==> src/rtl/alu_unit.sv <==
// ---------------------------------------------------------------------------
// alu_unit : multi-cycle integer ALU.
//   Single-cycle ops (ADD, SUB, ADDR, AND, OR, SWAP, illegal) finish on the
//   edge after start. MUL is an unsigned shift-add multiplier that retires
//   one bit per cycle. DIV is an unsigned restoring divider that also
//   retires one bit per cycle.
//
// Optional build macro: ALU_DIV_EN
//   When defined, the DIV state and the divider datapath are built.
//   When undefined, code 0011 is handled as an illegal code.
//
// Parameters
//   WIDTH       operand width and result-half width in bits (default 16)
//
// Ports
//   clk         rising-edge clock
//   rst         asynchronous active-high reset
//   start       request; sampled only while busy = 0
//   operation   4-bit operation code
//   opA, opB    operands; sampled together with start
//   busy        high while a MUL or DIV is in flight
//   done        one-cycle pulse when the results become valid
//   resultLo    low result half (sum / product low / quotient)
//   resultHi    high result half (product high / remainder)
//   zero        resultLo == 0, updated together with done
//   overflow    signed overflow of ADD/SUB
//   divByZero   DIV with opB = 0
//   illegalOp   unsupported operation code
// ---------------------------------------------------------------------------
module alu_unit #(
    parameter int WIDTH = 16
) (
    input  logic             clk,
    input  logic             rst,
    input  logic             start,
    input  logic [3:0]       operation,
    input  logic [WIDTH-1:0] opA,
    input  logic [WIDTH-1:0] opB,
    output logic             busy,
    output logic             done,
    output logic [WIDTH-1:0] resultLo,
    output logic [WIDTH-1:0] resultHi,
    output logic             zero,
    output logic             overflow,
    output logic             divByZero,
    output logic             illegalOp
);

    localparam int CNT_W = $clog2(WIDTH);

    localparam logic [3:0] OP_ADD  = 4'b0000;
    localparam logic [3:0] OP_SUB  = 4'b0001;
    localparam logic [3:0] OP_MUL  = 4'b0010;
    localparam logic [3:0] OP_AND  = 4'b0100;
    localparam logic [3:0] OP_SWAP = 4'b0101;
    localparam logic [3:0] OP_OR   = 4'b0111;
    localparam logic [3:0] OP_ADDR = 4'b1000;
`ifdef ALU_DIV_EN
    localparam logic [3:0] OP_DIV  = 4'b0011;
`endif

    typedef enum logic [1:0] {
        S_IDLE,
        S_MUL
`ifdef ALU_DIV_EN
        , S_DIV
`endif
    } state_t;

    state_t             r_state;
    state_t             w_next;

    // Working registers shared by the multiplier and the divider.
    // MUL: {r_hi,r_lo} is the partial product with the multiplier in r_lo.
    // DIV: r_hi is the partial remainder, r_lo shifts dividend out / quotient in.
    logic [WIDTH-1:0]   r_hi;
    logic [WIDTH-1:0]   r_lo;
    logic [WIDTH-1:0]   r_b;
    logic [CNT_W-1:0]   r_count;

    logic               w_last;
    logic               w_accept;
    logic               w_load;
    logic               w_fin;
    logic [WIDTH-1:0]   w_fin_lo;
    logic [WIDTH-1:0]   w_fin_hi;
    logic               w_fin_ovf;
    logic               w_fin_dbz;
    logic               w_fin_ill;
    logic [WIDTH-1:0]   w_step_hi;
    logic [WIDTH-1:0]   w_step_lo;

    logic [WIDTH-1:0]   w_add;
    logic [WIDTH-1:0]   w_sub;
    logic               w_add_ovf;
    logic               w_sub_ovf;
    logic [WIDTH:0]     w_mul_sum;
    logic [WIDTH-1:0]   w_mul_hi;
    logic [WIDTH-1:0]   w_mul_lo;

    assign w_add     = opA + opB;
    assign w_sub     = opA - opB;
    assign w_add_ovf = (opA[WIDTH-1] == opB[WIDTH-1]) && (w_add[WIDTH-1] != opA[WIDTH-1]);
    assign w_sub_ovf = (opA[WIDTH-1] != opB[WIDTH-1]) && (w_sub[WIDTH-1] != opA[WIDTH-1]);

    // Shift-add step: conditionally add the multiplicand into the upper half,
    // then shift the whole (2*WIDTH+1)-bit value right by one.
    assign w_mul_sum = {1'b0, r_hi} + (r_lo[0] ? {1'b0, r_b} : '0);
    assign w_mul_hi  = w_mul_sum[WIDTH:1];
    assign w_mul_lo  = {w_mul_sum[0], r_lo[WIDTH-1:1]};

`ifdef ALU_DIV_EN
    logic [WIDTH:0]     w_div_sh;
    logic [WIDTH:0]     w_div_diff;
    logic               w_div_ok;
    logic [WIDTH-1:0]   w_div_hi;
    logic [WIDTH-1:0]   w_div_lo;

    // Restoring step: the remainder is always below the divisor, so the
    // shifted value fits in WIDTH+1 bits; a set MSB of the difference means
    // the trial subtraction went negative and is discarded.
    assign w_div_sh   = {r_hi, r_lo[WIDTH-1]};
    assign w_div_diff = w_div_sh - {1'b0, r_b};
    assign w_div_ok   = ~w_div_diff[WIDTH];
    assign w_div_hi   = w_div_ok ? w_div_diff[WIDTH-1:0] : w_div_sh[WIDTH-1:0];
    assign w_div_lo   = {r_lo[WIDTH-2:0], w_div_ok};
`endif

    assign w_last = (r_count == CNT_W'(WIDTH - 1));

    always_ff @(posedge clk or posedge rst) begin
        if (rst) begin
            r_state <= S_IDLE;
        end else begin
            r_state <= w_next;
        end
    end

    always_comb begin
        w_next    = r_state;
        busy      = 1'b0;
        w_accept  = 1'b0;
        w_load    = 1'b0;
        w_fin     = 1'b0;
        w_fin_lo  = '0;
        w_fin_hi  = '0;
        w_fin_ovf = 1'b0;
        w_fin_dbz = 1'b0;
        w_fin_ill = 1'b0;
        w_step_hi = r_hi;
        w_step_lo = r_lo;
        case (r_state)
            S_IDLE: begin
                if (start) begin
                    w_accept = 1'b1;
                    case (operation)
                        OP_ADD:  begin w_fin = 1'b1; w_fin_lo = w_add; w_fin_ovf = w_add_ovf; end
                        OP_SUB:  begin w_fin = 1'b1; w_fin_lo = w_sub; w_fin_ovf = w_sub_ovf; end
                        OP_ADDR: begin w_fin = 1'b1; w_fin_lo = w_add; end
                        OP_AND:  begin w_fin = 1'b1; w_fin_lo = opA & opB; end
                        OP_OR:   begin w_fin = 1'b1; w_fin_lo = opA | opB; end
                        OP_SWAP: begin w_fin = 1'b1; w_fin_lo = opB; w_fin_hi = opA; end
                        OP_MUL:  begin w_load = 1'b1; w_next = S_MUL; end
`ifdef ALU_DIV_EN
                        OP_DIV: begin
                            if (opB == '0) begin
                                w_fin     = 1'b1;
                                w_fin_lo  = '1;
                                w_fin_hi  = opA;
                                w_fin_dbz = 1'b1;
                            end else begin
                                w_load = 1'b1;
                                w_next = S_DIV;
                            end
                        end
`endif
                        default: begin w_fin = 1'b1; w_fin_ill = 1'b1; end
                    endcase
                end
            end
            S_MUL: begin
                busy      = 1'b1;
                w_step_hi = w_mul_hi;
                w_step_lo = w_mul_lo;
                if (w_last) begin
                    w_fin    = 1'b1;
                    w_fin_lo = w_mul_lo;
                    w_fin_hi = w_mul_hi;
                    w_next   = S_IDLE;
                end
            end
`ifdef ALU_DIV_EN
            S_DIV: begin
                busy      = 1'b1;
                w_step_hi = w_div_hi;
                w_step_lo = w_div_lo;
                if (w_last) begin
                    w_fin    = 1'b1;
                    w_fin_lo = w_div_lo;
                    w_fin_hi = w_div_hi;
                    w_next   = S_IDLE;
                end
            end
`endif
            default: w_next = S_IDLE;
        endcase
    end

    always_ff @(posedge clk or posedge rst) begin
        if (rst) begin
            r_hi      <= '0;
            r_lo      <= '0;
            r_b       <= '0;
            r_count   <= '0;
            done      <= 1'b0;
            resultLo  <= '0;
            resultHi  <= '0;
            zero      <= 1'b0;
            overflow  <= 1'b0;
            divByZero <= 1'b0;
            illegalOp <= 1'b0;
        end else begin
            done <= w_fin;
            if (w_load) begin
                r_hi    <= '0;
                r_lo    <= opA;
                r_b     <= opB;
                r_count <= '0;
            end else if (busy) begin
                r_hi    <= w_step_hi;
                r_lo    <= w_step_lo;
                r_count <= r_count + 1'b1;
            end
            if (w_accept) begin
                divByZero <= 1'b0;
                illegalOp <= 1'b0;
            end
            // Completion overrides the start-time clear for single-cycle ops.
            if (w_fin) begin
                resultLo  <= w_fin_lo;
                resultHi  <= w_fin_hi;
                zero      <= (w_fin_lo == '0);
                overflow  <= w_fin_ovf;
                divByZero <= w_fin_dbz;
                illegalOp <= w_fin_ill;
            end
        end
    end

endmodule

==> config.mk <==
export PLATFORM = sky130hd
export DESIGN_NAME = alu_unit
export DESIGN_NICKNAME = d
export VERILOG_FILES = /design/src/rtl/alu_unit.sv
export SDC_FILE = /design/constraint.sdc
export NUM_CORES = 1
export LEC_CHECK = 0
export CORE_ASPECT_RATIO = 1.2
export CORE_MARGIN = 3
export CORE_UTILIZATION = 30
export CTS_BUF_LIST = sky130_fd_sc_hd__clkbuf_4 sky130_fd_sc_hd__clkbuf_8
export CTS_CLUSTER_SIZE = 10
export DETAILED_ROUTE_END_ITERATION = 6
export GPL_TIMING_DRIVEN = 0
export SYNTH_ARGS = -nofsm -noshare
export SYNTH_HDL_FRONTEND = slang
export SYNTH_SLANG_ARGS = --single-unit
==> constraint.sdc <==
create_clock -name clk -period 2.99 [get_ports clk]
set_input_delay 0.299 -clock clk [delete_from_list [all_inputs] [get_ports clk]]
set_output_delay 0.299 -clock clk [all_outputs]
set_load 0.05 [all_outputs]
==> impl_results.md, run 1 <==
* Via count at 7303
* Worst r2r dst: zero
* Via/cell ratio at 5.61
* Hold_buf cts at 0
* Fin crit period at 2.95 ns
* Slew @ Worst Pin at 0.780 ns
* Global-route usage over all layers at 20.6%
* Initial Utilization at 30.8%
* Worst Path Max Fanout at 4
* Final Slew Violations at 0
* Setup Skew at 0.00714 ns
* Ys flop type: dfrtp_1
* Cells after Synth at 887
* Floorplan row count at 61
* PD cells at 698 nW/um^2
* P&R area growth vs syn at 25.1%
* R2R cell count at 10
* Post-Synthesis Cell Area at 7210 sq um
* Sequential area share after synthesis at 30.9%
* Vias in the first global route at 7357
* Antenna violations before repair at 0
* First-pass GRT wire length at 41800 microns
* Die Wd at 147 microns
* Gr ovfl total at 0
* Num ports at 77
* Critical Path RT at 3.28 ns
* Synth warn at 0
* DP Worst Slack at -0.998 ns
* Setup crit start kind: input port
* Hold Vio Cnt, Final at 0
* Nets at 1087
* Routability Congestion at 0.925
* Status: finished clean
* Total die area at 25900 sq um
* Critical Path Sink: zero
* CTS Buf Count at 9
* R2r setup slk at 0.07 ns
* LEAKAGE at 4.07 nW
* Drt total wl at 27000 microns
* Area after DPL at 8370 sq um
* CTS H-tree depth at 3
* DRC Markers at 0
* Layout cells sized above 1 at 15.3%
* Initial DRC Count at 640
* Register bit total from synthesis at 89
* Post-synth EDFFs at 0
* Netlist cell types at 84
* PnR worst setup slack at 0.0367 ns
* Antenna diode count at 0
* Tcrit/Tclk final at 98.8%
* Post-route ant nets at 0
* Pin count of the biggest net entering global routing at 46
* Clk pin slew, worst setup/hold paths at 0.09 ns
* CTS sink count at 89
* Critical path arrival at 3.25 ns
* Area of the core at 23400 sq um
* Max Cap Viol at 0
* Chip height at 176 microns
* Final setup vio count at 0
* Crit path from: opA[1]
* Clk Latency, worst-skew pair at 0.39 ns
* Slew headroom at 48.0%
* Syn nets at 993
* Critical path class: in2reg
* Peak supply drop at 0.498 mV
* Clk buf depth at 2
* Avg WL per Cell at 20.8 microns
* Cell area after layout at 9020 sq um
* Crit end category: flop
* Total power at 6.29 mW
* TritonCTS clock tree: yes
* Fmax at 0.339 GHz
* Hold/Removal Path Class: in2reg
* Syn Area/Cell at 8.13 sq um
* HPWL Detailed at 20900 microns
* Launch point of the worst reg-to-reg path: r_count[0]
* Async S/R FF share, synth at 100%
* Port Buffer Count at 74
* DR pass1 iterations at 7
* CTS Root Cell: clkbuf_8
routing by layer:
layer	global-route usage, %	vias to the layer above	share of wire (%)
met5	0	-	0
met4	9.01	0	4.2
met3	2.74	67	5.0
met2	35.7	285	49
met1	25.7	3589	42
li1	-	3362	-
worst max-delay path, stage by stage:
cell and delay (ns):
dlygate4sd2_1 0.32, inv_2 0.12, ha_1 0.33, a211oi_2 0.10
o31ai_2 0.23, nand3b_1 0.28, buf_4 0.26, o31ai_4 0.26
nor2_1 0.07, a2111o_1 0.41, a31oi_1 0.18, nand4b_1 0.18
o41ai_2 0.22
cell usage after synthesis (5+ instances only):
master	number	area (sq um)
nor4_1	5	31.3
nand2_1	126	473
a211oi_1	11	82.6
o221ai_1	5	43.8
nor3b_1	5	37.5
a21oi_1	66	330
nor3_1	20	100
o21ai_0	77	385
clkbuf_1	38	143
or3_1	7	43.8
a21o_1	11	82.6
xor2_1	6	52.6
a22oi_1	8	60.1
o211ai_1	6	45.0
buf_2	15	75.1
nand4_1	5	31.3
nor2_1	58	218
and2_1	18	113
inv_1	49	184
nand3_1	17	85.1
nor2b_1	6	37.5
a31oi_1	8	50.1
o31ai_1	7	52.6
xnor2_1	8	70.1
o21bai_1	6	45.0
dfrtp_1	89	2230
o22ai_1	11	68.8
mux2i_1	21	210
nand2b_1	8	50.1
a221o_1	5	50.1
ha_1	64	801
nand3b_1	7	52.6
cell type report:
| type | count | area, sq um |
|---|---|---|
| inverters | 50 | 190 |
| multi-input cells | 689 | 4880 |
| well taps | 315 | 394 |
| plain buffers | 56 | 274 |
| clock inverters | 5 | 77.6 |
| fillers | 2474 | 14400 |
| repair buffers | 86 | 822 |
| clock buffers | 11 | 151 |
| flip-flops and latches | 89 | 2230 |
sequential cells by signal, indices dropped and copies added (netlist names):
name / cells
done: 1
resultHi: 16
resultLo: 16
r_b: 16
r_state: 1
r_hi: 16
overflow: 1
illegalOp: 1
r_lo: 16
r_count: 4
zero: 1
logic make-up (layout without fill, tap and decap cells):
| family | after synthesis | in the layout | synth area share (%) |
|---|---|---|---|
| other cells | 1 | 1 | 0.0520 |
| compound gates | 280 | 280 | 25.9 |
| xor+xnor | 14 | 14 | 1.70 |
| simple gates | 304 | 304 | 20.1 |
| fa+ha+maj | 67 | 67 | 11.9 |
| buf+inv | 109 | 208 | 6.16 |
| flops | 89 | 89 | 30.9 |
| mux | 23 | 23 | 3.23 |
through the flow:
stage	TNS, ns	util [%]	hold WS (ns)	std cells
floorplan	0	-	0.422	887
global placement	-127.40	35.6	0.455	1276
detailed placement	-19.28	35.7	0.464	1277
CTS	-0.0627	37.7	0.349	1298
global route	-0.0405	38.5	0.205	1301
finish	0	38.5	0.197	1301
how the worst min path moves through the flow:
stage | startpoint | endpoint | slack (ns) | cells past startpoint
finish | opA[0] | resultHi[0] | 0.20 | 3
global route | opA[0] | resultHi[0] | 0.21 | 3
CTS | opA[6] | resultHi[6] | 0.35 | 3
detailed placement | r_b[10] | r_b[10] | 0.46 | 2
global placement | r_b[0] | r_b[0] | 0.46 | 2
floorplan | opA[4] | resultHi[4] | 0.42 | 2
report_power, final:
group / internal (mW) / switching, mW / total [mW]
registers: 1.67 / 0.314 / 1.99
logic: 1.18 / 2.14 / 3.32
clock network: 0.514 / 0.473 / 0.987
placed cells by master, fill, tap and decap left out, drive strengths merged, types with 7 or more instances in the layout:
| master | synthesis | routed |
|---|---|---|
| dlygate4sd2 | 0 | 7 |
| or3 | 7 | 7 |
| and2 | 18 | 18 |
| a21oi | 66 | 66 |
| o22ai | 11 | 11 |
| a211oi | 11 | 11 |
| nand3b | 7 | 7 |
| a22oi | 8 | 8 |
| nand3 | 17 | 17 |
| a21o | 11 | 11 |
| dfrtp | 89 | 89 |
| o21ai | 81 | 81 |
| nand2b | 8 | 8 |
| nor2 | 58 | 58 |
| ha | 64 | 64 |
| buf | 20 | 32 |
| nand2 | 126 | 126 |
| nor3 | 20 | 20 |
| mux2i | 21 | 21 |
| clkbuf | 39 | 54 |
| clkdlybuf4s50 | 0 | 53 |
| xnor2 | 8 | 8 |
| o31ai | 8 | 8 |
| a31oi | 8 | 8 |
| inv | 50 | 50 |
timing repair:
item / CTS / global route
endpoints found under the setup margin: 37 / 20
gates resized for setup: 68 / 70
buffers inserted: 7 / 4
pin swaps: 12 / 21
Note: power is estimated with default switching activity, not from simulation.
==> inputs of run 2 (changes only) <==
Settings changed: SLEW_MARGIN set to 40.
==> impl_results.md, run 2 (synthesized netlist as in run 1, its figures left out) <==
* Status: finished clean
* Port Buffer Count at 74
* Slew @ Worst Pin at 0.799 ns
* CTS Buf Count at 9
* Antenna violations before repair at 0
* Antenna diode count at 0
* Hold Vio Cnt, Final at 0
* Via count at 7231
* Hold/Removal Path Class: in2reg
* Max Cap Viol at 0
* Via/cell ratio at 5.56
* Critical path arrival at 3.24 ns
* Commonest non-fill, non-tap cell in the layout: nand2_1
* HPWL Detailed at 20900 microns
* Post-route ant nets at 0
* Number of buffers and inverters on the critical path at 3
* Slew headroom at 46.7%
* Routability Congestion at 0.925
* CTS Root Cell: clkbuf_8
* Sum Neg Setup Slack at 0 ns
* Gr ovfl total at 0
* LEAKAGE at 4.10 nW
* Tcrit/Tclk final at 98.7%
* Fin crit period at 2.95 ns
* Nets at 1088
* Layout cells sized above 1 at 15.4%
* Avg WL per Cell at 20.8 microns
* Die Wd at 147 microns
* CP peak stage delay at 0.37 ns
* Vias in the first global route at 7355
* Setup crit start kind: input port
* First-pass GRT wire length at 42000 microns
* Commonest cells after routing, fill and taps aside: 126 x nand2_1, 88 x dfrtp_1, 76 x o21ai_0
* Peak supply drop at 0.496 mV
* Worst Path Max Fanout at 4
* Area of the core at 23400 sq um
* CTS H-tree depth at 3
* Share of power burned in registers at 32.1%
* Chip height at 176 microns
* Pint at 3.29 mW
* Floorplan row count at 61
* DR pass1 iterations at 7
* Cell breakdown of the critical path: dlygate4sd2_1, ha_2, fa_2, o21bai_1, a221o_1, o211a_1, buf_4, o41ai_4, o221a_2, a2bb2oi_2, a2bb2oi_2, inv_1, o41ai_2
* Num ports at 77
* Clk buf depth at 2
* Crit-path slowest cell: a221o_1
* Clk pin slew, worst setup/hold paths at 0.09 ns
* Total die area at 25900 sq um
* Critical Path RT at 3.28 ns
* Switching share of total power at 46.9%
* Clk Latency, worst-skew pair at 0.38 ns
* Critical Path Most Common Cell: a2bb2oi_2
* Critical path class: in2reg
* Total power at 6.19 mW
* Final setup vio count at 0
* Fmax at 0.339 GHz
* Initial DRC Count at 604
* Final Slew Violations at 0
* CTS sink count at 89
* P&R area growth vs syn at 24.5%
* Global-route usage over all layers at 20.7%
* Clock Power Share at 14.3%
* Initial Utilization at 30.8%
* Sw power at 2.91 mW
* PD cells at 690 nW/um^2
* Drt total wl at 27100 microns
* Crit end category: flop
* TritonCTS clock tree: yes
* DRC Markers at 0
* Pin count of the biggest net entering global routing at 46
* Combinational share of power at 53.6%
* CP delay by family, top: compound AO/OA/AOI/OAI gates
* Setup Skew at 0.00598 ns
run 2: tightest hold or removal path: cells and delay by family:
| family | cells | cell delay, ns |
|---|---|---|
| AO/OA/AOI/OAI | 1 | 0.05 |
| AND/OR/NAND/NOR | 1 | 0.07 |
| buffers and inverters | 1 | 0.13 |
run 2: area by class of cell:
type / instances / area [sq um]
fill: 2467 / 14500
clock inverter: 3 / 40.0
sequential: 89 / 2230
multi-input combinational: 689 / 4850
buffer: 56 / 279
clock buffer: 12 / 159
tap: 315 / 394
timing repair buffer: 87 / 828
inverter: 50 / 193
run 2: metal layers:
metal | global-route usage (%) | wire length (microns) | vias up
li1 | - | - | 3364
met1 | 25.9 | 11400 | 3555
met2 | 36.8 | 13500 | 254
met3 | 2.68 | 1250 | 58
met4 | 7.23 | 933 | 0
met5 | 0 | 0 | -
run 2: worst paths after layout:
kind / start / end / slack (ns) / cells after the start
min reg2reg: r_b[2] / r_b[2] / 0.48 / 2
min in group asynchronous: rst / done / 0.31 / 2
max reg2reg: r_count[0] / zero / 0.13 / 10
min: opA[0] / resultHi[0] / 0.21 / 3
max: opB[0] / zero / 0.04 / 13
max in group asynchronous: rst / r_lo[0] / 2.10 / 3
run 2: through the flow:
stage,worst slack [ns],hold WS [ns],std cells,utilization [%],area (sq um)
2_1_floorplan,0.303,0.422,887,-,7210
3_3_place_gp,-1.21,0.455,1276,35.6,8340
3_5_place_dp,-0.996,0.464,1277,35.8,8390
4_1_cts,-0.0675,0.319,1298,37.5,8790
5_1_grt,-0.00806,0.203,1301,38.3,8970
6_report,0.0400,0.211,1301,38.3,8970
run 2: timing repair:
| item | in CTS | in global routing |
|---|---|---|
| hold buffers | 0 | 0 |
| setup buffers | 8 | 4 |
| cloned | 0 | 0 |
| pin swaps | 12 | 23 |
| endpoints found under the setup margin | 35 | 22 |
| gates resized for setup | 60 | 76 |
run 2: power groups by stage:
stage               clock, mW  sequential (mW)  combinational, mW
finish                  0.888             1.99               3.32
global route            0.958             2.05               3.62
CTS                     0.912             1.98               3.26
detailed placement          0             2.01               3.19
global placement            0             2.00               3.15
floorplan                   0             2.67               1.43
==> inputs of run 3 (changes only) <==
Settings changed: MAX_ROUTING_LAYER set to met4.
==> impl_results.md, run 3 (synthesized netlist as in run 1, its figures left out) <==
* PD cells at 696 nW/um^2
* Area of the core at 23400 sq um
* Clk Latency, worst-skew pair at 0.40 ns
* Crit end category: flop
* Hold/Removal Path Class: in2reg
* DP Worst Slack at -0.859 ns
* Critical Path RT at 3.31 ns
* Number of buffers and inverters on the critical path at 1
* Peak supply drop at 0.353 mV
* Critical path class: reg2reg
* Area of the multi-input gates at 4790 sq um
* Via/cell ratio at 5.58
* Crit-path slowest cell: dfrtp_2
* Switching share of total power at 47.5%
* Slew @ Worst Pin at 0.864 ns
* Hold_buf cts at 0
* Fmax at 0.343 GHz
* Floorplan row count at 61
* Hold_sp: opA[0]
* CTS Root Cell: clkbuf_8
* Gr ovfl total at 0
* Sw power at 2.95 mW
* PnR worst setup slack at 0.0750 ns
* CP peak stage delay at 0.43 ns
* WHS at 0.177 ns
* DRC Markers at 0
* Final Slew Violations at 0
* Layout fillers at 2477
* Slew headroom at 42.4%
* CTS Buf Count at 9
* Clock Power Share at 14.8%
* Post-route ant nets at 0
* Max Cap Viol at 0
* Crit path from: r_lo[0]
* Final non-filler cell total at 1304
* Num ports at 77
* First-pass GRT wire length at 41500 microns
* Tcrit/Tclk final at 97.5%
* Launch point of the worst reg-to-reg path: r_lo[0]
* Critical Path Most Common Cell: a21oi_1
* Share of power burned in registers at 31.9%
* DR pass1 iterations at 5
* Initial DRC Count at 636
* WP depth at 11
* Reg area at 2230 sq um
* Via count at 7282
* Die Wd at 147 microns
* Combinational share of power at 53.2%
* Final setup vio count at 0
* CTS sink count at 89
* Placed cell count at 1277
* Commonest non-fill, non-tap cell in the layout: nand2_1
* P&R area growth vs syn at 23.6%
* Status: finished clean
* Fin crit period at 2.92 ns
* Pin count of the biggest net entering global routing at 74
* Setup Skew at 0.0210 ns
* CTS H-tree depth at 3
* Pint at 3.25 mW
* Routability Congestion at 0.939
* Layout cells sized above 1 at 14.6%
* Global-route usage over all layers at 21.2%
* Critical path arrival at 3.23 ns
* Port Buffer Count at 74
* Setup crit start kind: flop
* Drt total wl at 27000 microns
* Hold path cells at 3
* Vias in the first global route at 7216
* Commonest cells after routing, fill and taps aside: 126 x nand2_1, 88 x dfrtp_1, 74 x o21ai_0
* Worst Path Max Fanout at 10
* Total power at 6.20 mW
* TritonCTS clock tree: yes
* Clk buf depth at 2
* Hold Vio Cnt, Final at 0
* Chip height at 176 microns
* Cell breakdown of the critical path: clkbuf_4, and2_1, ha_1, or2_1, a21oi_1, a211oi_2, o31ai_2, o2111ai_1, a21oi_1, xnor2_1, a2bb2oi_1
* Nets at 1088
* Avg WL per Cell at 20.7 microns
* Clk pin slew, worst setup/hold paths at 0.10 ns
* Final core occ at 38.0%
* Antenna violations before repair at 2
* CP delay by family, top: compound AO/OA/AOI/OAI gates
* HPWL Detailed at 20700 microns
* Total die area at 25900 sq um
* LEAKAGE at 4.04 nW
* R2R cell count at 11
* Initial Utilization at 30.8%
## run 3: repair_timing
| item | CTS | global route |
|---|---|---|
| setup buffers | 8 | 4 |
| resized for setup | 68 | 58 |
| pin swaps | 16 | 17 |
| setup endpoints to repair | 25 | 18 |
## run 3: worst reg2reg max path, cell delays in order, from the launching register on
cell	delay, ns
dfrtp_2	0.43
clkbuf_4	0.18
and2_1	0.15
ha_1	0.33
or2_1	0.24
a21oi_1	0.23
a211oi_2	0.11
o31ai_2	0.38
o2111ai_1	0.18
a21oi_1	0.20
xnor2_1	0.20
a2bb2oi_1	0.20
## run 3: power groups by stage
stage	clock network, mW	registers, mW	logic [mW]
after global placement	0	2.00	3.15
after CTS	0.931	1.98	3.27
after global routing	0.976	2.04	3.58
final	0.920	1.98	3.30
after detailed placement	0	2.01	3.19
after floorplan	0	2.67	1.43
## run 3: worst paths after layout
| kind | to | slack [ns] |
|---|---|---|
| max | resultHi[14] | 0.07 |
| min | resultHi[0] | 0.18 |
| max reg2reg | resultHi[14] | 0.07 |
| min reg2reg | r_b[11] | 0.48 |
| max in group asynchronous | resultHi[2] | 2.17 |
| min in group asynchronous | resultHi[12] | 0.21 |
## run 3: per-stage QoR
stage	setup TNS (ns)	instance area, sq um
detailed placement	-14.13	8400
global route	-0.00727	8910
global placement	-131.91	8340
finish	0	8910
CTS	0	8800
floorplan	0	7210
## run 3: routing by layer
metal | global-route usage, % | up-vias | routed length [microns]
li1 | - | 3373 | -
met1 | 25.6 | 3533 | 11300
met2 | 35.3 | 295 | 13100
met3 | 3.38 | 81 | 1440
met4 | 9.29 | 0 | 1160
met5 | - | - | 0
## run 3: cell type report
type | count | area share [%]
diodes | 2 | 0.0562
plain buffers | 56 | 3.06
clock buffers | 10 | 1.54
clock inverters | 6 | 0.744
inverters | 50 | 2.19
multi-input cells | 689 | 53.8
flip-flops and latches | 89 | 25.0
well taps | 315 | 4.42
repair buffers | 87 | 9.17
==> RTL edit, RTL diff (config.mk and constraints of run 2) <==
Set the parameter `WIDTH` to 32 (it was 16). Comments in the files are not updated.
--- a/src/rtl/alu_unit.sv
+++ b/src/rtl/alu_unit.sv
@@ -29,5 +29,5 @@
 // ---------------------------------------------------------------------------
 module alu_unit #(
-    parameter int WIDTH = 16
+    parameter int WIDTH = 32
 ) (
     input  logic             clk,
Ports: changed (resized opA, opB, resultHi and resultLo); port bits go from 77 to 141. No check against the original RTL was run, so the function may have changed too.
==> RTL edit against run 2 <==
The flow now finishes with violations (setup timing). Largest cell class unchanged. Wire length up 130%. Synthesized area up 96%. Combinational power up 95%. Setup slack worse by 0.64 ns. Largest power group unchanged. Sequential cell count up 81. Total power up 95%. Cell area up 110%. Sequential power up 88%.
==> RTL edit: results (changes against run 2) <==
| Metric | Value |
|---|---|
| Worst-path maximum fanout | `6 (was 4)` |
| Placer congestion estimate | `0.917 (was 0.925)` |
| Critical path arrival | `3.99 ns (was 3.24 ns)` |
| Final setup viols | `38 (was 0)` |
| Commonest cells post-synth | `nand2_1 (234), dfrtp_1 (170), o21ai_0 (158) (was nand2_1 (126), dfrtp_1 (89), o21ai_0 (77))` |
| Mapped Cells | `1783 (was 887)` |
| Flop pwr share | `31.0% (was 32.1%)` |
| H-tree Lvls | `4 (was 3)` |
| Drt pass-1 iters | `5 (was 7)` |
| Crit path largest cell delay | `0.45 ns (was 0.37 ns)` |
| Clock transition at path regs | `0.11 ns (was 0.09 ns)` |
| VDD IR max | `0.339 mV (was 0.496 mV)` |
| Clock latency on the worst-skew pair | `0.53 ns (was 0.38 ns)` |
| Placed Cells | `2545 (was 1277)` |
| Fin cells | `2635 (was 1301)` |
| Skew final | `0.0148 ns (was 0.00598 ns)` |
| Syn Nets | `1986 (was 993)` |
| Internal Power | `6.25 mW (was 3.29 mW)` |
| Reg2reg path depth | `15 (was 10)` |
| Area after detailed placement | `16600 µm² (was 8390 µm²)` |
| Failing checks | `setup timing` |
| DR vias | `14.8k (was 7231)` |
| Inserted Clock Buffers | `17 (was 9)` |
| Outcome | `finished with violations (was complete, no violations)` |
| Setup_tns | `-12.95 ns (was 0 ns)` |
| Distinct cells, synth | `92 (was 84)` |
| Clock group power | `1.88 mW (was 0.888 mW)` |
| Leak pwr | `8.34 nW (was 4.10 nW)` |
| Worst Setup SP | `r_lo[0] (was opB[0])` |
| Met2 WL post-DR | `29200 µm (was 13500 µm)` |
| Setup ws final | `-0.602 ns (was 0.0400 ns)` |
| Max-slew headroom | `38.5% (was 46.7%)` |
| Place WS | `-2.05 ns (was -0.996 ns)` |
| First-pass GRT wire length | `90800 µm (was 42000 µm)` |
| HP Start | `opA[4] (was opA[0])` |
[RTL edit: final cells by class]
class / instances / area (µm²)
antenna: 1 / 2.50
buffer: 106 / 603
clock buffer: 22 / 290
clock inverter: 10 / 130
fill: 4688 / 27600
inverter: 109 / 424
multi-input combinational: 1392 / 10200
sequential: 170 / 4260
tap: 616 / 771
timing repair buffer: 209 / 1970
[RTL edit: kinds of logic after synthesis]
logic type | synth area share [%]
AOI/OAI and AO/OA | 27.1
xor gates and xnor gates | 3.09
other | 0.0265
and+or+nand+nor | 18.9
adders and majority gates | 11.8
muxes | 2.70
buffers and inverters | 6.27
DFF | 30.0
[RTL edit: layer usage]
layer | up-vias | global-route usage, %
li1 | 6786 | -
met1 | 7282 | 30.3
met2 | 593 | 39.8
met3 | 142 | 3.16
met4 | 0 | 12.7
met5 | - | 0
[RTL edit: timing repair]
item,in CTS,in global routing
setup endpoints to repair,73,54
gates resized for setup,310,158
cloned,0,1
pin swaps,91,75
setup buffers,47,23
